### config.mk
export PLATFORM = sky130hd
export DESIGN_NAME = vc_intc
export DESIGN_NICKNAME = d
export VERILOG_FILES = /design/src/rtl/vc_intc.sv
export SDC_FILE = /design/constraint.sdc
export NUM_CORES = 1
export LEC_CHECK = 0
export ABC_AREA = 1
export ABC_CLOCK_PERIOD_IN_PS = 12600
export BUFFER_PORTS_ARGS = -buffer_cell sky130_fd_sc_hd__buf_2
export CAP_MARGIN = 20
export CORE_MARGIN = 8
export CORE_UTILIZATION = 30
export DETAILED_ROUTE_END_ITERATION = 8
export GPL_ROUTABILITY_DRIVEN = 0
export SYNTH_ARGS = -nofsm -noshare
export SYNTH_HDL_FRONTEND = slang
export SYNTH_SLANG_ARGS = --single-unit
### constraint.sdc
create_clock -name clk -period 12.6 [get_ports clk]
set_clock_uncertainty 0.2 [all_clocks]
set_input_delay 1.26 -clock clk [delete_from_list [all_inputs] [get_ports clk]]
set_output_delay 1.26 -clock clk [all_outputs]
set_load 0.01 [all_outputs]
### src/rtl/vc_intc.sv
// ============================================================================
//  Module   : vc_intc
//  Brief    : Small vectored interrupt controller: edge/level sources, 2-bit
//             priorities, threshold, claim/complete handshake with nesting.
//  Revision : 1.0 - initial release
// ============================================================================
`default_nettype none

module vc_intc #(
    parameter int NSRC = 8,
    parameter int RV   = 16
) (
    input  logic            clk,
    input  logic            reset,
    input  logic [NSRC-1:0] src,
    input  logic [3:0]      io_addr,
    input  logic            io_write,
    input  logic            io_read,
    input  logic [RV-1:0]   io_wdata,
    output logic [RV-1:0]   io_rdata,
    output logic            interrupt
);

    localparam logic [3:0] C_ADDR_PENDING   = 4'd0;
    localparam logic [3:0] C_ADDR_ENABLE    = 4'd1;
    localparam logic [3:0] C_ADDR_MODE      = 4'd2;
    localparam logic [3:0] C_ADDR_CLAIM     = 4'd3;
    localparam logic [3:0] C_ADDR_PRIO      = 4'd4;
    localparam logic [3:0] C_ADDR_THRESH    = 4'd5;
    localparam logic [3:0] C_ADDR_INSERVICE = 4'd6;
    localparam logic [3:0] C_NSRC           = 4'(NSRC);

    // ------------------------------------------------------------------------
    // State
    // ------------------------------------------------------------------------
    logic [NSRC-1:0]   src_dly_q;
    logic [NSRC-1:0]   pending_q,   pending_d;
    logic [NSRC-1:0]   enable_q,    enable_d;
    logic [NSRC-1:0]   mode_q,      mode_d;
    logic [NSRC-1:0]   inservice_q, inservice_d;
    logic [2*NSRC-1:0] prio_q,      prio_d;
    logic [1:0]        thresh_q,    thresh_d;
    logic              interrupt_q;

    // ------------------------------------------------------------------------
    // Combinational helpers
    // ------------------------------------------------------------------------
    logic [NSRC-1:0] eligible;
    logic [NSRC-1:0] edge_rise;
    logic [NSRC-1:0] w1c_clr;
    logic [NSRC-1:0] claim_set;
    logic [NSRC-1:0] complete_clr;
    logic            any_eligible;
    logic [3:0]      win_idx;
    logic [1:0]      win_prio;
    logic [3:0]      claim_id;
    logic [3:0]      complete_id;
    logic            wr_pending;
    logic            wr_enable;
    logic            wr_mode;
    logic            wr_prio;
    logic            wr_thresh;
    logic            claim_fire;
    logic            complete_fire;
    logic            unused_wdata;

    assign unused_wdata = ^io_wdata;

    // Register strobe decode
    assign wr_pending    = io_write & (io_addr == C_ADDR_PENDING);
    assign wr_enable     = io_write & (io_addr == C_ADDR_ENABLE);
    assign wr_mode       = io_write & (io_addr == C_ADDR_MODE);
    assign wr_prio       = io_write & (io_addr == C_ADDR_PRIO);
    assign wr_thresh     = io_write & (io_addr == C_ADDR_THRESH);
    assign complete_id   = io_wdata[3:0];
    assign complete_fire = io_write & (io_addr == C_ADDR_CLAIM)
                         & (complete_id != 4'd0) & (complete_id <= C_NSRC);
    assign claim_fire    = io_read & (io_addr == C_ADDR_CLAIM) & any_eligible;

    always_comb begin
        eligible = '0;
        for (int i = 0; i < NSRC; i++) begin
            eligible[i] = pending_q[i] & enable_q[i] & ~inservice_q[i]
                        & (prio_q[2*i +: 2] > thresh_q);
        end
    end

    // Strict '>' keeps the lowest index among equal priorities
    always_comb begin
        any_eligible = 1'b0;
        win_idx      = 4'd0;
        win_prio     = 2'd0;
        for (int i = 0; i < NSRC; i++) begin
            if (eligible[i] && (!any_eligible || (prio_q[2*i +: 2] > win_prio))) begin
                any_eligible = 1'b1;
                win_idx      = 4'(i);
                win_prio     = prio_q[2*i +: 2];
            end
        end
    end

    assign claim_id = any_eligible ? (win_idx + 4'd1) : 4'd0;

    always_comb begin
        claim_set    = '0;
        complete_clr = '0;
        for (int i = 0; i < NSRC; i++) begin
            claim_set[i]    = claim_fire & (win_idx == 4'(i));
            complete_clr[i] = complete_fire & (complete_id == 4'(i + 1));
        end
    end

    assign edge_rise = src & ~src_dly_q;
    assign w1c_clr   = wr_pending ? io_wdata[NSRC-1:0] : '0;

    // ------------------------------------------------------------------------
    // Next-state
    // ------------------------------------------------------------------------
    always_comb begin
        // Edge set overrides a simultaneous W1C or claim clear
        pending_d   = (mode_q & (edge_rise | (pending_q & ~(w1c_clr | claim_set))))
                    | (~mode_q & src);
        // Claim then complete: a same-cycle complete of the winner leaves it idle
        inservice_d = (inservice_q | claim_set) & ~complete_clr;
        enable_d    = wr_enable ? io_wdata[NSRC-1:0]   : enable_q;
        mode_d      = wr_mode   ? io_wdata[NSRC-1:0]   : mode_q;
        prio_d      = wr_prio   ? io_wdata[2*NSRC-1:0] : prio_q;
        thresh_d    = wr_thresh ? io_wdata[1:0]        : thresh_q;
    end

    // ------------------------------------------------------------------------
    // Registers
    // ------------------------------------------------------------------------
    always_ff @(posedge clk) begin
        // Tracking src through reset avoids a false edge on release
        src_dly_q <= src;
        if (reset) begin
            pending_q   <= '0;
            enable_q    <= '0;
            mode_q      <= '0;
            inservice_q <= '0;
            prio_q      <= '0;
            thresh_q    <= '0;
            interrupt_q <= 1'b0;
        end else begin
            pending_q   <= pending_d;
            enable_q    <= enable_d;
            mode_q      <= mode_d;
            inservice_q <= inservice_d;
            prio_q      <= prio_d;
            thresh_q    <= thresh_d;
            interrupt_q <= |eligible;
        end
    end

    assign interrupt = interrupt_q;

    // ------------------------------------------------------------------------
    // Read mux
    // ------------------------------------------------------------------------
    always_comb begin
        io_rdata = '0;
        if (!reset) begin
            case (io_addr)
                C_ADDR_PENDING:   io_rdata[NSRC-1:0]   = pending_q;
                C_ADDR_ENABLE:    io_rdata[NSRC-1:0]   = enable_q;
                C_ADDR_MODE:      io_rdata[NSRC-1:0]   = mode_q;
                C_ADDR_CLAIM:     io_rdata[3:0]        = claim_id;
                C_ADDR_PRIO:      io_rdata[2*NSRC-1:0] = prio_q;
                C_ADDR_THRESH:    io_rdata[1:0]        = thresh_q;
                C_ADDR_INSERVICE: io_rdata[NSRC-1:0]   = inservice_q;
                default:          io_rdata             = '0;
            endcase
        end
    end

endmodule

`default_nettype wire

==> flow_summary.json, run 1 <==
{
  "leakage_nw": 2.13,
  "fin_crit_sh_pct": 88.7,
  "synthToLayoutAreaGrowth_pct": 18.1,
  "synth_area_leader_cell": "dfxtp_1",
  "power.switching_w": 0.000110,
  "grt_use_total_pct": 13.7,
  "cts_setup_buffers": 0,
  "fp.coreArea_um2": 12600,
  "swShare_pct": 22.5,
  "grt_pass1_wl_um": 18100,
  "cts_tree": "yes",
  "path_class": "flop to output pin",
  "synth.ff_latch_count": 59,
  "num_antenna_cells": 0,
  "hold_path_class": "flop to flop",
  "pwr-share-clk_pct": 52.5,
  "wirelength_um": 11100,
  "ioPinCount": 49,
  "clk_pin_slew_ns": 0.05,
  "start_util_pct": 30.8,
  "dieWidth_um": 130,
  "fin_nets": 679,
  "cts-root-buf": "clkbuf_16",
  "drv_slew": 0,
  "netlist_area_um2": 3880,
  "grt_max_degree": 35,
  "crit_fanout": 10,
  "relSlewSlack_pct": 38.3,
  "vias": 3827,
  "peakVddDrop_mv": 0.0761,
  "hold_viol_final": 0,
  "row_count": 41,
  "pwr-share-seq_pct": 40.1,
  "synth_area_leaders": "dfxtp_1, ha_1, nand2_1",
  "slowest_stage": "ha_1",
  "vias_per_cell": 4.86,
  "grt_setup_unrepaired": "no",
  "drt_iter0_markers": 284,
  "clock-sinks": 59,
  "ant_nets": 0,
  "nFillCells": 1389,
  "cp-end-kind": "output pin",
  "cp.required_ns": 11.14,
  "grt_pass1_vias": 3742,
  "dp_hpwl_um": 8480,
  "drive_gt1_share_pct": 15.4,
  "ctsHoldBuffers": 0,
  "synth.avg_cell_area_um2": 6.81,
  "antenna_found_initial": 0,
  "clockBufferDepth": 2,
  "numPortBuffers": 48,
  "htree_levels": 3,
  "tightest_slew_ns": 0.925,
  "critical-path-max-stage-delay_ns": 0.33,
  "route.detailed.drc": 0,
  "yosysTopAreaCellShare_pct": 30.4,
  "fin_util_pct": 36.3,
  "combPwrFrac_pct": 7.4,
  "ctsResizeCount": 0,
  "yosysWarnings": 0,
  "critPathArrivalTime_ns": 9.71,
  "fmax_mhz": 89.5,
  "insertion_delay_ns": 0.33,
  "netlist_instances": 570,
  "dr.pass1.iters": 4,
  "setup_tns_ns": 0,
  "ys_types": 34,
  "setup_viol": 0,
  "period_needed_ns": 11.17,
  "p_int_w": 0.000377,
  "powerDensity_nw_per_um2": 106,
  "cts-buffers-inserted": 9,
  "cap_violations": 0,
  "die_area_um2": 16800,
  "synth_nets": 638,
  "grt_overflow_total": 0,
  "wire_per_inst_um": 14.1,
  "die_h_um": 130,
  "cpMostUsedCell": "nand2_1",
  "synth_seq_area_share_pct": 30.4,
  "outcome": "finished clean",
  "crit_path_start_kind": "flop"
}
[logic make-up (layout without fill, tap and decap cells)]
family                   Yosys count  count (layout)  share of synthesized area [%]
flip-flops                        59              59                           30.4
AND/OR/NAND/NOR                  232             232                           28.4
buffers and inverters            114             159                           11.1
AO/OA/AOI/OAI                    129             129                           18.4
adder cells (fa/ha/maj)           36              36                           11.6
[worst paths after layout]
kind,from,endpoint,slack [ns],cells after the start
worst max register to register,thresh_q[1],pending_q[7],3.10,71
worst min register to register,enable_q[3],enable_q[3],0.28,2
worst min-delay path,enable_q[3],enable_q[3],0.28,2
worst max-delay path,thresh_q[1],io_rdata[1],1.43,70
[worst max-delay path: cells and delay by family, from the launching register on]
| family | cells | cell delay [ns] |
|---|---|---|
| simple gates | 37 | 3.49 |
| fa+ha+maj | 9 | 2.59 |
| compound gates | 10 | 1.70 |
| buf+inv | 14 | 1.30 |
| flops | 1 | 0.29 |
[cell type report]
cell class / instances / area (um2) / area share (%)
multi-input combinational: 397 / 2270 / 49.5
sequential: 59 / 1180 / 25.8
inverter: 95 / 359 / 7.83
clock buffer: 14 / 284 / 6.19
timing repair buffer: 49 / 248 / 5.40
tap: 172 / 215 / 4.69
clock inverter: 1 / 30.0 / 0.655
[flip-flops by register name, indices dropped and copies added (netlist names)]
register	count
prio_q	16
interrupt	1
inservice_q	8
pending_q	8
src_dly_q	8
enable_q	8
thresh_q	2
mode_q	8
[per-layer routing]
metal  GRT usage [%]  routed length [um]
met2            22.8                5260
met3            2.73                 498
met5               0                   0
met4            5.81                 267
met1            16.8                5040
[layout by cell type, fill, tap and decap left out]
cell,count
o221ai_1,1
o21ai_0,43
nand2_4,4
a221oi_1,6
clkbuf_1,1
clkbuf_16,9
or2_2,1
nand2_2,9
nand3_4,1
nand3_1,38
nor3_2,1
a21oi_1,57
nor3_4,1
clkinv_1,1
nor2_2,3
nand3_2,4
nand2_1,117
a31oi_1,3
buf_4,1
and2_1,7
dfxtp_1,59
nand3b_1,1
nor2_1,24
ha_1,36
buf_2,48
nand4_1,3
bufinv_16,1
clkbuf_8,4
o21bai_1,2
nor2_4,2
inv_2,2
o22ai_1,11
a21oi_2,3
nor3_1,16
inv_4,1
inv_1,91
a211oi_1,1
a311oi_1,2
[per-stage QoR]
step | total power [W] | instance area, um2 | hold WS [ns] | instances | setup WS [ns]
after floorplan | 0.000221 | 3880 | 0.244 | 570 | 3.00
after global placement | 0.000233 | 4270 | 0.262 | 772 | 2.24
after detailed placement | 0.000235 | 4270 | 0.267 | 772 | 1.84
after CTS | 0.000492 | 4590 | 0.275 | 787 | 1.40
after global routing | 0.000505 | 4590 | 0.303 | 787 | 0.344
final | 0.000487 | 4590 | 0.276 | 787 | 1.43
[power groups by stage]
| stage | registers (W) | clock network (W) | logic, W |
|---|---|---|---|
| after floorplan | 0.000198 | 0 | 0.0000231 |
| after global placement | 0.000199 | 0 | 0.0000346 |
| after detailed placement | 0.000199 | 0 | 0.0000358 |
| after CTS | 0.000195 | 0.000261 | 0.0000361 |
| after global routing | 0.000195 | 0.000268 | 0.0000414 |
| final | 0.000195 | 0.000256 | 0.0000360 |
[synth_stat cells]
cell      count
nand4_1       3
nand2_2       9
clkinv_1      1
nand2_1     117
dfxtp_1      59
inv_2         2
nor3_4        1
o21ai_0      43
nor3_1       16
nand3_4       1
nor2_4        2
nand2_4       4
a311oi_1      2
o22ai_1      11
a21oi_2       3
nor3_2        1
nor2_1       24
a31oi_1       3
clkbuf_1     18
nand3_2       4
ha_1         36
o21bai_1      2
or2_2         1
inv_4         1
nand3b_1      1
o221ai_1      1
a211oi_1      1
buf_2         1
nor2_2        3
a221oi_1      6
inv_1        91
and2_1        7
nand3_1      38
a21oi_1      57
Power figures use the tool's default switching activity.
==> run 2, diff against run 1 <==
ABC_AREA = not set   (was 1)
BUFFER_PORTS_ARGS = -buffer_cell sky130_fd_sc_hd__buf_4   (was -buffer_cell sky130_fd_sc_hd__buf_2)
==> run 2 against run 1 <==
- sequential cell count unchanged
- register-to-register slack got worse by 1.0 ns
- sequential share of layout area decreased by 1.1 points
- die area increased by 0.97%
- largest power group unchanged
- highest routed layer unchanged
==> flow_summary.json, run 2 <==
{
  "outcome": "finished clean",
  "grt_overflow_total": 0,
  "pre_cts_slack_ns": 0.454,
  "crit_end": "io_rdata[2]",
  "yosysTopAreaCellShare_pct": 30.1,
  "powerDensity_nw_per_um2": 104,
  "die_area_um2": 17000,
  "synth_nets": 542,
  "r2r_start": "thresh_q[1]",
  "clockBufferDepth": 2,
  "grt_pass1_vias": 3786,
  "yosys-mux-area-fraction_pct": 1.05,
  "slowest_stage": "or3_1",
  "fp.coreArea_um2": 12700,
  "pwr-share-clk_pct": 54.0,
  "regMostFlops": "prio_q",
  "met3_usage_pct": 2.45,
  "drive_gt1_share_pct": 19.2,
  "leakage_nw": 1.87,
  "tightest_slew_ns": 0.913,
  "synth-edff-count": 0,
  "synth_area_leader_cell": "dfxtp_1",
  "synth_commonest_cells": "nand2_1, dfxtp_1, a21oi_1, ha_1, nand3_1",
  "drv_slew": 0,
  "cts-buffers-inserted": 9,
  "synth_adder_area_share_pct": 11.5,
  "synth.ff_latch_count": 59,
  "period_needed_ns": 12.06,
  "crit_fanout": 8,
  "ant_nets": 0,
  "antenna_found_initial": 0,
  "vias": 3739,
  "synthToLayoutAreaGrowth_pct": 22.2,
  "combPwrFrac_pct": 6.9,
  "synth_top_family_by_area": "compound AO/OA/AOI/OAI gates",
  "critPathArrivalTime_ns": 10.60,
  "netlist_area_um2": 3920,
  "die_h_um": 130,
  "route.detailed.drc": 0,
  "cts-root-buf": "clkbuf_16",
  "htree_levels": 3,
  "finalWorstSetupSlack_ns": 0.538,
  "setup_viol": 0,
  "cp.required_ns": 11.14,
  "mostFrequentLayoutCells": "nand2_1, dfxtp_1, buf_4, a21oi_1, ha_1",
  "peakVddDrop_mv": 0.0749,
  "row_count": 41,
  "dp_hpwl_um": 9040,
  "cpMostUsedCell": "ha_1",
  "hold_path_class": "flop to flop",
  "synth_area_leaders": "dfxtp_1, ha_1, nand2_1",
  "place_area_um2": 4410,
  "layout_commonest_cell": "nand2_1",
  "power.switching_w": 0.000109,
  "met1_usage_pct": 17.7,
  "critical-path-max-stage-delay_ns": 0.41,
  "grt_use_total_pct": 14.3,
  "fin_nets": 583,
  "p_int_w": 0.000388,
  "largest_reg_flops": 16,
  "swShare_pct": 21.9,
  "numPortBuffers": 48,
  "clock-sinks": 59,
  "grt_max_degree": 54,
  "synth_xor_area_share_pct": 0,
  "synth.avg_cell_area_um2": 8.28,
  "placed_cells": 672,
  "fin_cells": 692,
  "wirelength_um": 11900,
  "hold_ws_ns": 0.270,
  "dr.pass1.iters": 7,
  "insertion_delay_ns": 0.33,
  "synth.most_common_cell": "nand2_1",
  "fin_area_um2": 4790,
  "dieWidth_um": 130,
  "synthSimpleGateAreaFrac_pct": 25.7,
  "ioPinCount": 49,
  "pwr-share-seq_pct": 39.1,
  "crit_path_start_kind": "flop",
  "crit_path_start": "thresh_q[1]",
  "cap_violations": 0,
  "hold_viol_final": 0,
  "r2r_end": "pending_q[7]",
  "netlist_instances": 474,
  "relSlewSlack_pct": 38.6,
  "wire_per_inst_um": 17.2,
  "path_class": "flop to output pin",
  "gr-usage-met2_pct": 24.4,
  "yosysWarnings": 0,
  "ys_dominant_reg_cell": "dfxtp_1",
  "grt_busiest_layer": "met2",
  "ys_async_sr_fraction_pct": 0,
  "reg2reg_slack_ns": 2.08,
  "fmax_mhz": 82.9,
  "ys_types": 65,
  "synth_seq_area_share_pct": 30.1,
  "drt_iter0_markers": 268,
  "fin_crit_sh_pct": 95.7,
  "cp-end-kind": "output pin",
  "num_antenna_cells": 0,
  "rr_worst_depth": 50,
  "clk_pin_slew_ns": 0.05,
  "cts_tree": "yes",
  "start_util_pct": 30.8,
  "fin_util_pct": 37.7,
  "vias_per_cell": 5.40,
  "grt_pass1_wl_um": 19100,
  "synth_compound_area_share_pct": 27.3
}
==> run 2: logic make-up (layout without fill, tap and decap cells) <==
family,after synthesis,after routing
simple gates,192,192
compound gates,141,141
flops,59,59
buf+inv,42,88
fa+ha+maj,36,36
mux,4,4
==> run 2: final cells by class <==
cell class | instances | area, um2
Clock buffer | 12 | 256
Multi-Input combinational cell | 373 | 2590
Clock inverter | 4 | 72.6
Timing Repair Buffer | 54 | 409
Tap cell | 172 | 215
Inverter | 18 | 67.6
Sequential cell | 59 | 1180
Fill cell | 1377 | 7930
==> run 2: worst min-delay path by stage <==
stage,startpoint,endpoint,slack (ns),depth (start not counted)
6_report,inservice_q[6],inservice_q[6],0.27,2
5_1_grt,inservice_q[6],inservice_q[6],0.30,2
4_1_cts,inservice_q[6],inservice_q[6],0.27,2
3_5_place_dp,inservice_q[6],inservice_q[6],0.26,2
3_3_place_gp,inservice_q[6],inservice_q[6],0.26,2
2_1_floorplan,inservice_q[6],inservice_q[6],0.23,2
==> run 2: per-stage QoR <==
stage / setup TNS (ns) / power, W
global route: -0.0396 / 0.000511
finish: 0 / 0.000497
floorplan: 0 / 0.000216
detailed placement: 0 / 0.000232
global placement: 0 / 0.000231
CTS: 0 / 0.000500
==> run 2: critical path, delay by kind of cell (launching register included) <==
kind                     cells  cell delay, ns
AO/OA/AOI/OAI               23            4.24
AND/OR/NAND/NOR             16            2.51
buffers and inverters        2            0.28
flip-flops                   1            0.36
adder cells (fa/ha/maj)     10            2.86
==> run 2: what timing repair did <==
| action | CTS | global route |
|---|---|---|
| resized for setup | 0 | 9 |
| hold buffers | 0 | 0 |
| buffers inserted | 0 | 3 |
| endpoints found under the setup margin | 0 | 2 |
==> run 2: power groups by stage <==
stage	sequential (W)	clock [W]	combinational, W
final	0.000194	0.000268	0.0000342
after detailed placement	0.000198	0	0.0000336
after floorplan	0.000197	0	0.0000194
after global placement	0.000198	0	0.0000330
after global routing	0.000195	0.000279	0.0000375
after CTS	0.000194	0.000272	0.0000338
==> run 2: metal layers <==
layer	routed length, um	vias to the layer above
met5	0	-
met3	471	17
met4	198	0
met2	6000	100
li1	-	1838
met1	5250	1784
